<file path="config.mk">
export PLATFORM = sky130hd
export DESIGN_NAME = uart_rx
export DESIGN_NICKNAME = d
export VERILOG_FILES = /design/src/rtl/uart_rx.sv
export SDC_FILE = /design/constraint.sdc
export NUM_CORES = 1
export LEC_CHECK = 0
export ABC_CLOCK_PERIOD_IN_PS = 4650
export BUFFER_PORTS_ARGS = -buffer_cell sky130_fd_sc_hd__buf_2
export CORE_AREA = 2 2 71 73
export DETAILED_ROUTE_END_ITERATION = 8
export DIE_AREA = 0 0 73 75
export GPL_TIMING_DRIVEN = 0
export PLACE_DENSITY_LB_ADDON = 0.12
export SKIP_LAST_GASP = 1
export SYNTH_ARGS = -nofsm -noshare
export SYNTH_HDL_FRONTEND = slang
export SYNTH_SLANG_ARGS = --single-unit
</file>
<file path="constraint.sdc">
create_clock -name clk -period 4.65 [get_ports clk]
set_clock_uncertainty 0.15 [all_clocks]
set_input_delay 0.465 -clock clk [delete_from_list [all_inputs] [get_ports clk]]
set_output_delay 0.465 -clock clk [all_outputs]
set_load 0.03 [all_outputs]
</file>
<file path="src/rtl/uart_rx.sv">
// uart_rx: 8-bit odd-parity UART receiver with synchronized input and ack handshake
module uart_rx #(
  parameter int CLK_FREQUENCY = 100_000_000,
  parameter int BAUD_RATE = 19_200
) (
  input  logic       clk,
  input  logic       Reset,
  input  logic       Sin,
  input  logic       ReceiveAck,
  output logic       Receive,
  output logic [7:0] Dout,
  output logic       parityErr,
  output logic       frameErr
);
  localparam int BIT_CYCLES = CLK_FREQUENCY / BAUD_RATE;
  localparam int HALF_CYCLES = BIT_CYCLES / 2;
  localparam int CW = BIT_CYCLES > 1 ? $clog2(BIT_CYCLES) : 1;
  localparam logic [CW-1:0] BIT_LAST = CW'(BIT_CYCLES - 1);
  localparam logic [CW-1:0] HALF_LAST = CW'(HALF_CYCLES - 1);
  localparam logic [2:0] IDLE = 3'd0, START = 3'd1, DATA = 3'd2, PARITY = 3'd3, STOP = 3'd4, ACK = 3'd5;
  logic          s1, s2;
  logic [2:0]    state;
  logic [CW-1:0] cnt;
  logic [2:0]    idx;
  logic [7:0]    sh;
  logic          par;
  logic          bit_end, half_end;
  assign bit_end = cnt == BIT_LAST;
  assign half_end = cnt == HALF_LAST;
  always_ff @(posedge clk) begin
    if (Reset) begin
      {s2, s1} <= 2'b11;
      state <= IDLE;
      cnt <= '0;
      idx <= '0;
      sh <= '0;
      par <= 1'b0;
      Receive <= 1'b0;
      Dout <= '0;
      parityErr <= 1'b0;
      frameErr <= 1'b0;
    end else begin
      {s2, s1} <= {s1, Sin};
      cnt <= cnt + 1'b1;
      case (state)
        IDLE: begin
          cnt <= '0;
          if (!s2) state <= START;
        end
        START: if (half_end) begin
          cnt <= '0;
          state <= s2 ? IDLE : DATA;
        end
        DATA: if (bit_end) begin
          cnt <= '0;
          sh <= {s2, sh[7:1]};
          idx <= idx + 1'b1;
          if (idx == 3'd7) state <= PARITY;
        end
        PARITY: if (bit_end) begin
          cnt <= '0;
          par <= s2;
          state <= STOP;
        end
        STOP: if (bit_end) begin
          cnt <= '0;
          Dout <= sh;
          parityErr <= ~(^sh ^ par);
          frameErr <= ~s2;
          Receive <= 1'b1;
          state <= ACK;
        end
        ACK: begin
          // line activity here is deliberately ignored until the byte is consumed
          cnt <= '0;
          if (ReceiveAck) begin
            Receive <= 1'b0;
            state <= IDLE;
          end
        end
        default: state <= IDLE;
      endcase
    end
  end
endmodule
</file>
==> run summary, run 1 <==
CP Data Required Time - 4720 ps
Gates resized, CTS repair - 0
Synth Instances - 193
Slew @ Worst Pin - 445.4 ps
Routed WL per cell - 13.02 um
Tmin final - 2061 ps
Setup violations, final - 0
Seq/Total Area, Yosys - 42.21%
Worst Path Max Fanout - 5
Max IR drop VDD - 0.2208 mV
Mapped Avg Cell Area - 10.07 um^2
GR Overflow Total - 0
Static leakage - 0.9047 nW
Slew headroom - 70.30%
Syn-to-layout area delta - 11.52%
Largest net degree at the start of global routing - 12
Floorplan core area - 0.004661 mm^2
Vias in the first global route - 1345
First-pass GRT wire length - 6.030 mm
Fillers - 448
Switching Share - 23.93%
Worst-skew pair later-pin latency - 290 ps
IO Port Bufs - 14
Initial antenna violation count - 0
FFs w/ async S/R, synth - 0%
Via density - 5.269
Share of layout cells above drive strength 1 - 21.50%
Netlist Area Pre-Place - 0.001944 mm^2
Gr usage total - 14.39%
Worst Setup Path Type - flip-flop to flip-flop
Setup bufs post-CTS - 0
Total number of H-tree levels - 2
Total number of vias - 1412
Die width - 73 um
Min-Delay Path Depth - 2
Hold bufs inserted after CTS - 0
Root Driver - clkbuf_8
Library cells used by synthesis - 41
Max-cap viol count - 0
Multi-input combinational cell area - 0.001059 mm^2
EDFF count, synth - 0
Reg-to-reg startpoint - cnt[0]
Data arrival, critical path - 2130 ps
Max Freq - 485.2 MHz
YS warnings - 0
Logic pwr share - 10.0%
Hold Violations, Final - 0
Cts bufs inserted - 5
Hold EP - s1
R2R Setup Slk - 2590 ps
Status - completed
Post-route ant nets - 0
CP Launch Type - flip-flop
Detailed Route WL - 3.489 mm
DRC - 0
Max-slew violation count - 0
Clk buf depth - 2
FF+latch area - 820.8 um^2
Crit share post-route - 44.32%
Mapped Nets - 200
Internal - 0.0005012 W
Hold Crit Start - Sin
N_diodes - 0
First-pass detailed-route iteration total - 4
TritonCTS clock tree - yes
Hold Path Class - primary input to flip-flop
Initial Util - 41.72%
IO Count - 15
RSZ-0062 raised after global routing - no
Sink Count - 41
CP Capture Type - flip-flop
Clock-pin slew on the worst setup and hold paths - 80 ps
Critical R2R Capture - state[2]
Pwr dens - 303.9 mW/mm^2
Initial DRC Count - 76
Post-DP HPWL - 2.652 mm
Sum Neg Setup Slack - 0 ps
Yosys reg bits - 41
# rows - 25
Final GP Congestion - 0.8389
Commonest register cell after synthesis - dfxtp_1
Flop pwr share - 55.0%
Clock share of power - 35.0%
Overall power - 0.0006589 W
Die height - 75 um
Die area - 0.005475 mm^2
NumNets Final - 221
Net Switching - 0.0001577 W
R2r worst-path depth - 5
routing by layer:
metal	GRT usage [%]	up-vias	wire length, um
met1	17.59	663	1614
li1	-	712	-
met5	0	-	0
met2	22.82	23	1633
met3	4.552	14	143
met4	7.407	0	97
synth_stat cells (2+ instances only):
cell      instances  share of area [%]
and4bb_2          3                1.9
nor3_1            3               0.77
mux2i_1          21                 11
nand3_1           5                1.3
nor4_1            3               0.97
or2_2             2               0.64
xor2_1            4                1.8
buf_2             4                1.0
nor2_1           28                5.4
nor2_4            8                4.6
a21oi_1           3               0.77
or3b_1            2               0.90
clkbuf_1          4               0.77
inv_1             5               0.97
a211oi_1          2               0.77
nor3b_1           2               0.77
nor2b_1           2               0.64
nand2b_1          5                1.6
ha_1              3                1.9
nor2_2            2               0.64
nand4_1           4                1.3
nand2_1           6                1.2
xnor2_1          14                6.3
dfxtp_1          41                 42
final cells by class:
cell class / instances / share of cell area [%]
well taps: 54 / 3.116
plain buffers: 9 / 2.135
multi-input cells: 138 / 48.82
clock buffers: 7 / 3.982
flip-flops and latches: 41 / 37.85
repair buffers: 14 / 3.231
inverters: 5 / 0.8656
registers in the layout (all words and copies together), names as in the netlist:
signal / flops
frameErr: 1
state: 3
s2: 1
Dout: 8
s1: 1
Receive: 1
par: 1
sh: 8
parityErr: 1
idx: 3
cnt: 13
cells in the final DEF, fill, tap and decap left out, types with 5 or more instances in the layout:
cell	netlist	routed
nand3_1	5	5
nor2_4	8	8
nand2_1	6	6
inv_1	5	5
nor2_1	28	28
clkbuf_8	0	6
clkbuf_1	4	5
xnor2_1	14	14
mux2i_1	21	21
nand2b_1	5	5
dfxtp_1	41	41
buf_2	4	18
cells by family (layout without fill, tap and decap cells):
| group | after synthesis | in the layout | synth area share, % |
|---|---|---|---|
| buf+inv | 14 | 35 | 3.346 |
| xor+xnor | 19 | 19 | 9.266 |
| mux | 21 | 21 | 10.81 |
| flops | 41 | 41 | 42.21 |
| fa+ha+maj | 3 | 3 | 1.931 |
| compound gates | 11 | 11 | 4.826 |
| simple gates | 84 | 84 | 27.61 |
stage by stage:
| stage | cells | setup WS (ps) | hold slack (ps) | utilization, % | instance area [um^2] |
|---|---|---|---|---|---|
| after CTS | 268 | 2584 | 199.6 | 46.52 | 2168 |
| after floorplan | 193 | 2777 | 242.5 | - | 1944 |
| after global routing | 268 | 2456 | 209.4 | 46.52 | 2168 |
| after global placement | 261 | 2657 | 247.8 | 44.67 | 2082 |
| final | 268 | 2589 | 205.6 | 46.52 | 2168 |
| after detailed placement | 261 | 2603 | 250.0 | 44.67 | 2082 |
worst max path at each step:
stage | startpoint | endpoint | cells past startpoint
after global routing | cnt[0] | state[0] | 5
after detailed placement | cnt[0] | state[2] | 5
after floorplan | cnt[0] | state[2] | 5
final | cnt[0] | state[2] | 5
after global placement | cnt[0] | state[2] | 5
after CTS | cnt[0] | state[2] | 5
critical path: stages (launching register included):
cell and delay (ps):
dfxtp_1 390, ha_1 280, and4bb_2 330, a32oi_2 150
or4b_1 540, a21oi_1 150
power groups by stage:
stage	combinational [W]	sequential, W	clock [W]
2_1_floorplan	0.0000549	0.000369	0
4_1_cts	0.0000665	0.000362	0.000242
3_3_place_gp	0.0000645	0.000370	0
5_1_grt	0.0000737	0.000363	0.000256
6_report	0.0000659	0.000363	0.000230
3_5_place_dp	0.0000663	0.000371	0
(Power assumes the default switching activity.)
==> run 2, diff against run 1 <==
--- a/config.mk
+++ b/config.mk
@@ -5,7 +5,7 @@
 export SDC_FILE = /design/constraint.sdc
 export NUM_CORES = 1
 export LEC_CHECK = 0
-export ABC_CLOCK_PERIOD_IN_PS = 4650
+export ABC_CLOCK_PERIOD_IN_PS = 1800
 export BUFFER_PORTS_ARGS = -buffer_cell sky130_fd_sc_hd__buf_2
 export CORE_AREA = 2 2 71 73
 export DETAILED_ROUTE_END_ITERATION = 8
==> constraint.sdc (replaced) <==
create_clock -name clk -period 1.8 [get_ports clk]
set_clock_uncertainty 0.15 [all_clocks]
set_input_delay 0.18 -clock clk [delete_from_list [all_inputs] [get_ports clk]]
set_output_delay 0.18 -clock clk [all_outputs]
set_load 0.03 [all_outputs]
==> run 2 against run 1 <==
  * Largest power group unchanged
  * Largest cell class unchanged
  * Cell count is 1.9% higher
  * Maximum frequency grew 17%
  * Combinational power grew to 3.3 times the previous value
  * Count of clock-buffer cells in the layout shrank 1
==> run summary, run 2 (synthesis results as in run 1) <==
Hold Crit Start - Reset
Crit share post-route - 97.93%
Critical Path, Cell by Cell - ha_4 > and4bb_4 > a32oi_4 > or4b_1 > a21oi_1
Min-Delay Path Depth - 3
Final worst slack - 37.32 ps
Status - completed
Hold Violations, Final - 0
Slew headroom - 65.48%
Largest reg by FF count - cnt
CP Launch Type - flip-flop
RSZ-0062 raised after global routing - yes
Via density - 5.179
Worst Setup Path Type - flip-flop to flip-flop
Largest net degree at the start of global routing - 13
Most common cell after layout, fill and taps aside - dfxtp_1
DRC - 0
IO Count - 15
Pwr dens - 758.3 mW/mm^2
Max Freq - 567.3 MHz
R2r worst-path depth - 5
Crit path buffers/inverters - 0
Reg-to-reg startpoint - cnt[0]
Worst Path Max Fanout - 5
Detailed Route WL - 3.643 mm
Syn-to-layout area delta - 18.28%
Pre-CTS setup slack - -82.95 ps
Floorplan core area - 0.004661 mm^2
Clk buf depth - 2
Post-DP HPWL - 2.597 mm
IO Port Bufs - 14
First-pass GRT wire length - 6.334 mm
Placed Area - 0.002097 mm^2
Max reg flops - 13
Max-cap viol count - 0
Max-slew violation count - 0
TritonCTS clock tree - yes
Design area - 0.002300 mm^2
Crit-path slowest cell - or4b_1
Post-route ant nets - 0
Hold Path Class - primary input to flip-flop
Die width - 73 um
Utilization after layout - 49.34%
Sink Count - 41
CP Capture Type - flip-flop
Final GP Congestion - 0.8459
Slew @ Worst Pin - 513.9 ps
Static leakage - 0.9600 nW
Cts bufs inserted - 5
Max IR drop VDD - 0.4453 mV
Worst-skew pair later-pin latency - 290 ps
Vias in the first global route - 1432
Initial DRC Count - 77
Total number of H-tree levels - 2
Setup violations, final - 0
Initial antenna violation count - 0
Crit path launch - cnt[0]
Total number of vias - 1414
Die area - 0.005475 mm^2
Initial Util - 41.72%
Most frequent cells in the layout - dfxtp_1, nor2_1, mux2i_1, xnor2_1, buf_2
Gr usage total - 15.02%
WP depth - 5
Largest stage delay on the critical path - 480 ps
Routed WL per cell - 13.34 um
Data arrival, critical path - 1840 ps
N_diodes - 0
CP Data Required Time - 1880 ps
Regs by FF count - cnt: 13 flops, Dout: 8 flops, sh: 8 flops
First-pass detailed-route iteration total - 4
Die height - 75 um
# rows - 25
Clock-pin slew on the worst setup and hold paths - 80 ps
Tmin final - 1763 ps
CP delay by family, top - simple AND/OR/NAND/NOR gates
Root Driver - clkbuf_8
Share of layout cells above drive strength 1 - 28.77%
NumNets Final - 225
GR Overflow Total - 0
[run 2: changes by cell type in the layout (fill, tap and decap cells not counted), moves of 2 or more]
| cell | delta |
|---|---|
| dfxtp_1 | -8 |
| dfxtp_2 | +6 |
| buf_2 | -4 |
| buf_4 | +3 |
| clkbuf_4 | +3 |
| clkinv_2 | +2 |
| dfxtp_4 | +2 |
[run 2: worst paths after layout]
check,endpoint,slack (ps)
worst min-delay path,state[0],50
worst max register to register,state[2],40
worst max-delay path,state[2],40
worst min register to register,s2,270
[run 2: power by group]
part	switching [W]	total, W	internal, W
logic	0.000114	0.000219	0.000105
clock network	0.000318	0.000587	0.000269
registers	0.0000170	0.000938	0.000921
total	0.000449	0.00174	0.00129
[run 2: metal layers]
layer	track usage (%)	share of wire (%)	wire length, um
met3	4.685	2.7	98
met4	6.173	1.6	58
met1	18.03	46	1688
met5	0	0	0
met2	25.03	49	1797
[run 2: area by class of cell]
type	count	area (um^2)
fillers	426	2361
flip-flops and latches	41	835.8
well taps	54	67.56
repair buffers	18	102.6
clock inverters	2	10.01
inverters	5	18.77
multi-input cells	138	1116
clock buffers	6	72.57
plain buffers	9	76.32
[run 2: worst reg2reg max path: stages, from the launching register on]
cell and delay, ps:
dfxtp_4 360, ha_4 140, and4bb_4 290, a32oi_4 150, or4b_1 480, a21oi_1 140
[run 2: timing repair]
action | CTS | global route
endpoints found under the setup margin | 32 | 32
hold endpoints to repair | 1 | 0
cloned | 0 | 0
buffers inserted | 3 | 0
pin swaps | 4 | 5
gates resized for setup | 5 | 21
hold buffers | 1 | 0
[run 2: per-stage QoR]
| step | hold WS (ps) | power, W | std cells | TNS [ps] |
|---|---|---|---|---|
| 2_1_floorplan | 133.8 | 0.001098 | 193 | 0 |
| 3_3_place_gp | 212.0 | 0.001127 | 261 | -748.3 |
| 3_5_place_dp | 219.6 | 0.001135 | 261 | -1383 |
| 4_1_cts | 29.54 | 0.001736 | 273 | -252.7 |
| 5_1_grt | 45.08 | 0.001828 | 273 | -59.56 |
| 6_report | 45.08 | 0.001744 | 273 | 0 |
==> run 3, diff against run 2 <==
--- a/config.mk
+++ b/config.mk
@@ -12,6 +12,7 @@
 export DIE_AREA = 0 0 73 75
 export GPL_TIMING_DRIVEN = 0
 export PLACE_DENSITY_LB_ADDON = 0.12
+export SETUP_SLACK_MARGIN = 0.1
 export SKIP_LAST_GASP = 1
 export SYNTH_ARGS = -nofsm -noshare
 export SYNTH_HDL_FRONTEND = slang
==> constraint.sdc (replaced) <==
create_clock -name clk -period 1.8 [get_ports clk]
set_clock_uncertainty 0.15 [all_clocks]
set_input_delay 0.09 -clock clk [delete_from_list [all_inputs] [get_ports clk]]
set_output_delay 0.09 -clock clk [all_outputs]
set_load 0.03 [all_outputs]
==> run 3 against run 2 <==
  * Sequential power about the same
  * Maximum frequency down 1.2%
  * Sequential share of layout area shrank 1.0 points
  * Combinational power increased by 3%
  * Worst setup slack worse by 21 ps
  * Register-to-register slack worse by 20 ps
  * Cell count up 1.5%
  * Non-clock buffer count grew 4
  * Flip-flop and latch count is the same
  * Hold slack better by 110 ps
  * Total power grew 2.2%
  * Critical endpoint unchanged
  * Largest power group unchanged
==> run summary, run 3 (synthesis results as in run 1) <==
IO Count - 15
Static leakage - 0.9715 nW
Gr usage total - 15.22%
Data arrival, critical path - 1870 ps
Die area - 0.005475 mm^2
Placed Area - 0.002115 mm^2
Detailed Route WL - 3.842 mm
Placed cell count - 261
IO Port Bufs - 14
First-pass detailed-route iteration total - 4
Initial Util - 41.72%
Via density - 5.217
CP Data Required Time - 1890 ps
Crit path buffers/inverters - 0
Vias in the first global route - 1340
Largest stage delay on the critical path - 500 ps
Max Freq - 560.6 MHz
Initial antenna violation count - 0
CP delay by family, top - simple AND/OR/NAND/NOR gates
Clock-pin slew on the worst setup and hold paths - 80 ps
Status - completed
Design area - 0.002357 mm^2
Fillers - 453
Total number of vias - 1445
Max-cap viol count - 0
Crit share post-route - 99.11%
CP Launch Type - flip-flop
Worst-skew pair later-pin latency - 300 ps
Tmin final - 1784 ps
Syn-to-layout area delta - 21.24%
Setup violations, final - 0
Max reg flops - 13
Most common cell after layout, fill and taps aside - dfxtp_1
NumNets Final - 229
RSZ-0062 raised after global routing - yes
# rows - 25
DRC - 0
Fin cells - 277
Max IR drop VDD - 0.3756 mV
Clk buf depth - 2
Slew @ Worst Pin - 599.4 ps
Regs by FF count - cnt: 13 flops, Dout: 8 flops, sh: 8 flops
GR Overflow Total - 0
Final GP Congestion - 0.7411
Total number of H-tree levels - 2
Worst Setup Path Type - flip-flop to flip-flop
Largest net degree at the start of global routing - 16
Max-slew violation count - 0
Hold Path Class - primary input to flip-flop
Die height - 75 um
Sink Count - 41
Die width - 73 um
Pwr dens - 756.0 mW/mm^2
Worst Path Max Fanout - 5
Initial DRC Count - 73
CP Capture Type - flip-flop
Routed WL per cell - 13.87 um
Post-DP HPWL - 2.611 mm
Utilization after layout - 50.58%
Cts bufs inserted - 5
Share of layout cells above drive strength 1 - 29.60%
Slew headroom - 59.73%
Most frequent cells in the layout - dfxtp_1, nor2_1, mux2i_1, buf_2, xnor2_1
First-pass GRT wire length - 6.285 mm
Hold Violations, Final - 0
TritonCTS clock tree - yes
Critical Path, Cell by Cell - ha_4 > and4bb_4 > a32oi_4 > or4b_1 > a21oi_2
Floorplan core area - 0.004661 mm^2
Crit-path slowest cell - or4b_1
Root Driver - clkbuf_8
N_diodes - 0
Largest reg by FF count - cnt
Post-route ant nets - 0
==> run 3: per-stage QoR <==
step	setup slack [ps]	setup TNS (ps)	hold slack, ps	total power (W)
2_1_floorplan	103.3	0	43.81	0.001111
3_3_place_gp	-34.33	-77.45	125.4	0.001141
3_5_place_dp	-97.91	-351.1	132.8	0.001147
4_1_cts	-28.81	-49.37	154.1	0.001786
5_1_grt	-65.10	-346.1	201.8	0.001871
6_report	16.04	0	159.2	0.001782
==> run 3: worst register-to-register path, cell delays in order (launching register included) <==
cell and delay, ps:
dfxtp_4 370, ha_4 160, and4bb_4 290, a32oi_4 140, or4b_1 500, a21oi_2 120
==> run 3: repair_timing <==
item / in CTS / in global routing
endpoints found under the hold margin: 7 / 0
hold buffers: 3 / 0
setup buffers: 1 / 3
pin swaps: 3 / 0
setup endpoints to repair: 33 / 37
resized for setup: 10 / 15
gates cloned: 0 / 1
==> run 3: path summary, 6_finish.rpt <==
| path | from | to | slack (ps) | cells past startpoint |
|---|---|---|---|---|
| min reg2reg | s1 | s2 | 280 | 1 |
| max | cnt[1] | state[2] | 20 | 5 |
| min | Reset | state[2] | 160 | 3 |
| max reg2reg | cnt[1] | state[2] | 20 | 5 |
==> run 3: power breakdown <==
group	internal, W	switching, W
clock network	0.000280	0.000340
registers	0.000921	0.0000163
logic	0.000104	0.000121
==> run 3: final cells by class <==
cell class	count	area [um^2]	area share, %
multi-input cells	138	1130	47.93
flip-flops and latches	41	832.0	35.30
repair buffers	22	141.4	5.998
plain buffers	9	73.82	3.132
clock buffers	5	68.82	2.919
well taps	54	67.56	2.866
clock inverters	3	25.02	1.062
inverters	5	18.77	0.7962
==> run 3: metal layers <==
metal | up-vias | global-route usage (%) | routed length (um)
met3 | 7 | 4.819 | 114
met4 | 0 | 6.173 | 52
met5 | - | 0 | 0
li1 | 726 | - | -
met1 | 697 | 19.37 | 1799
met2 | 15 | 24.02 | 1875
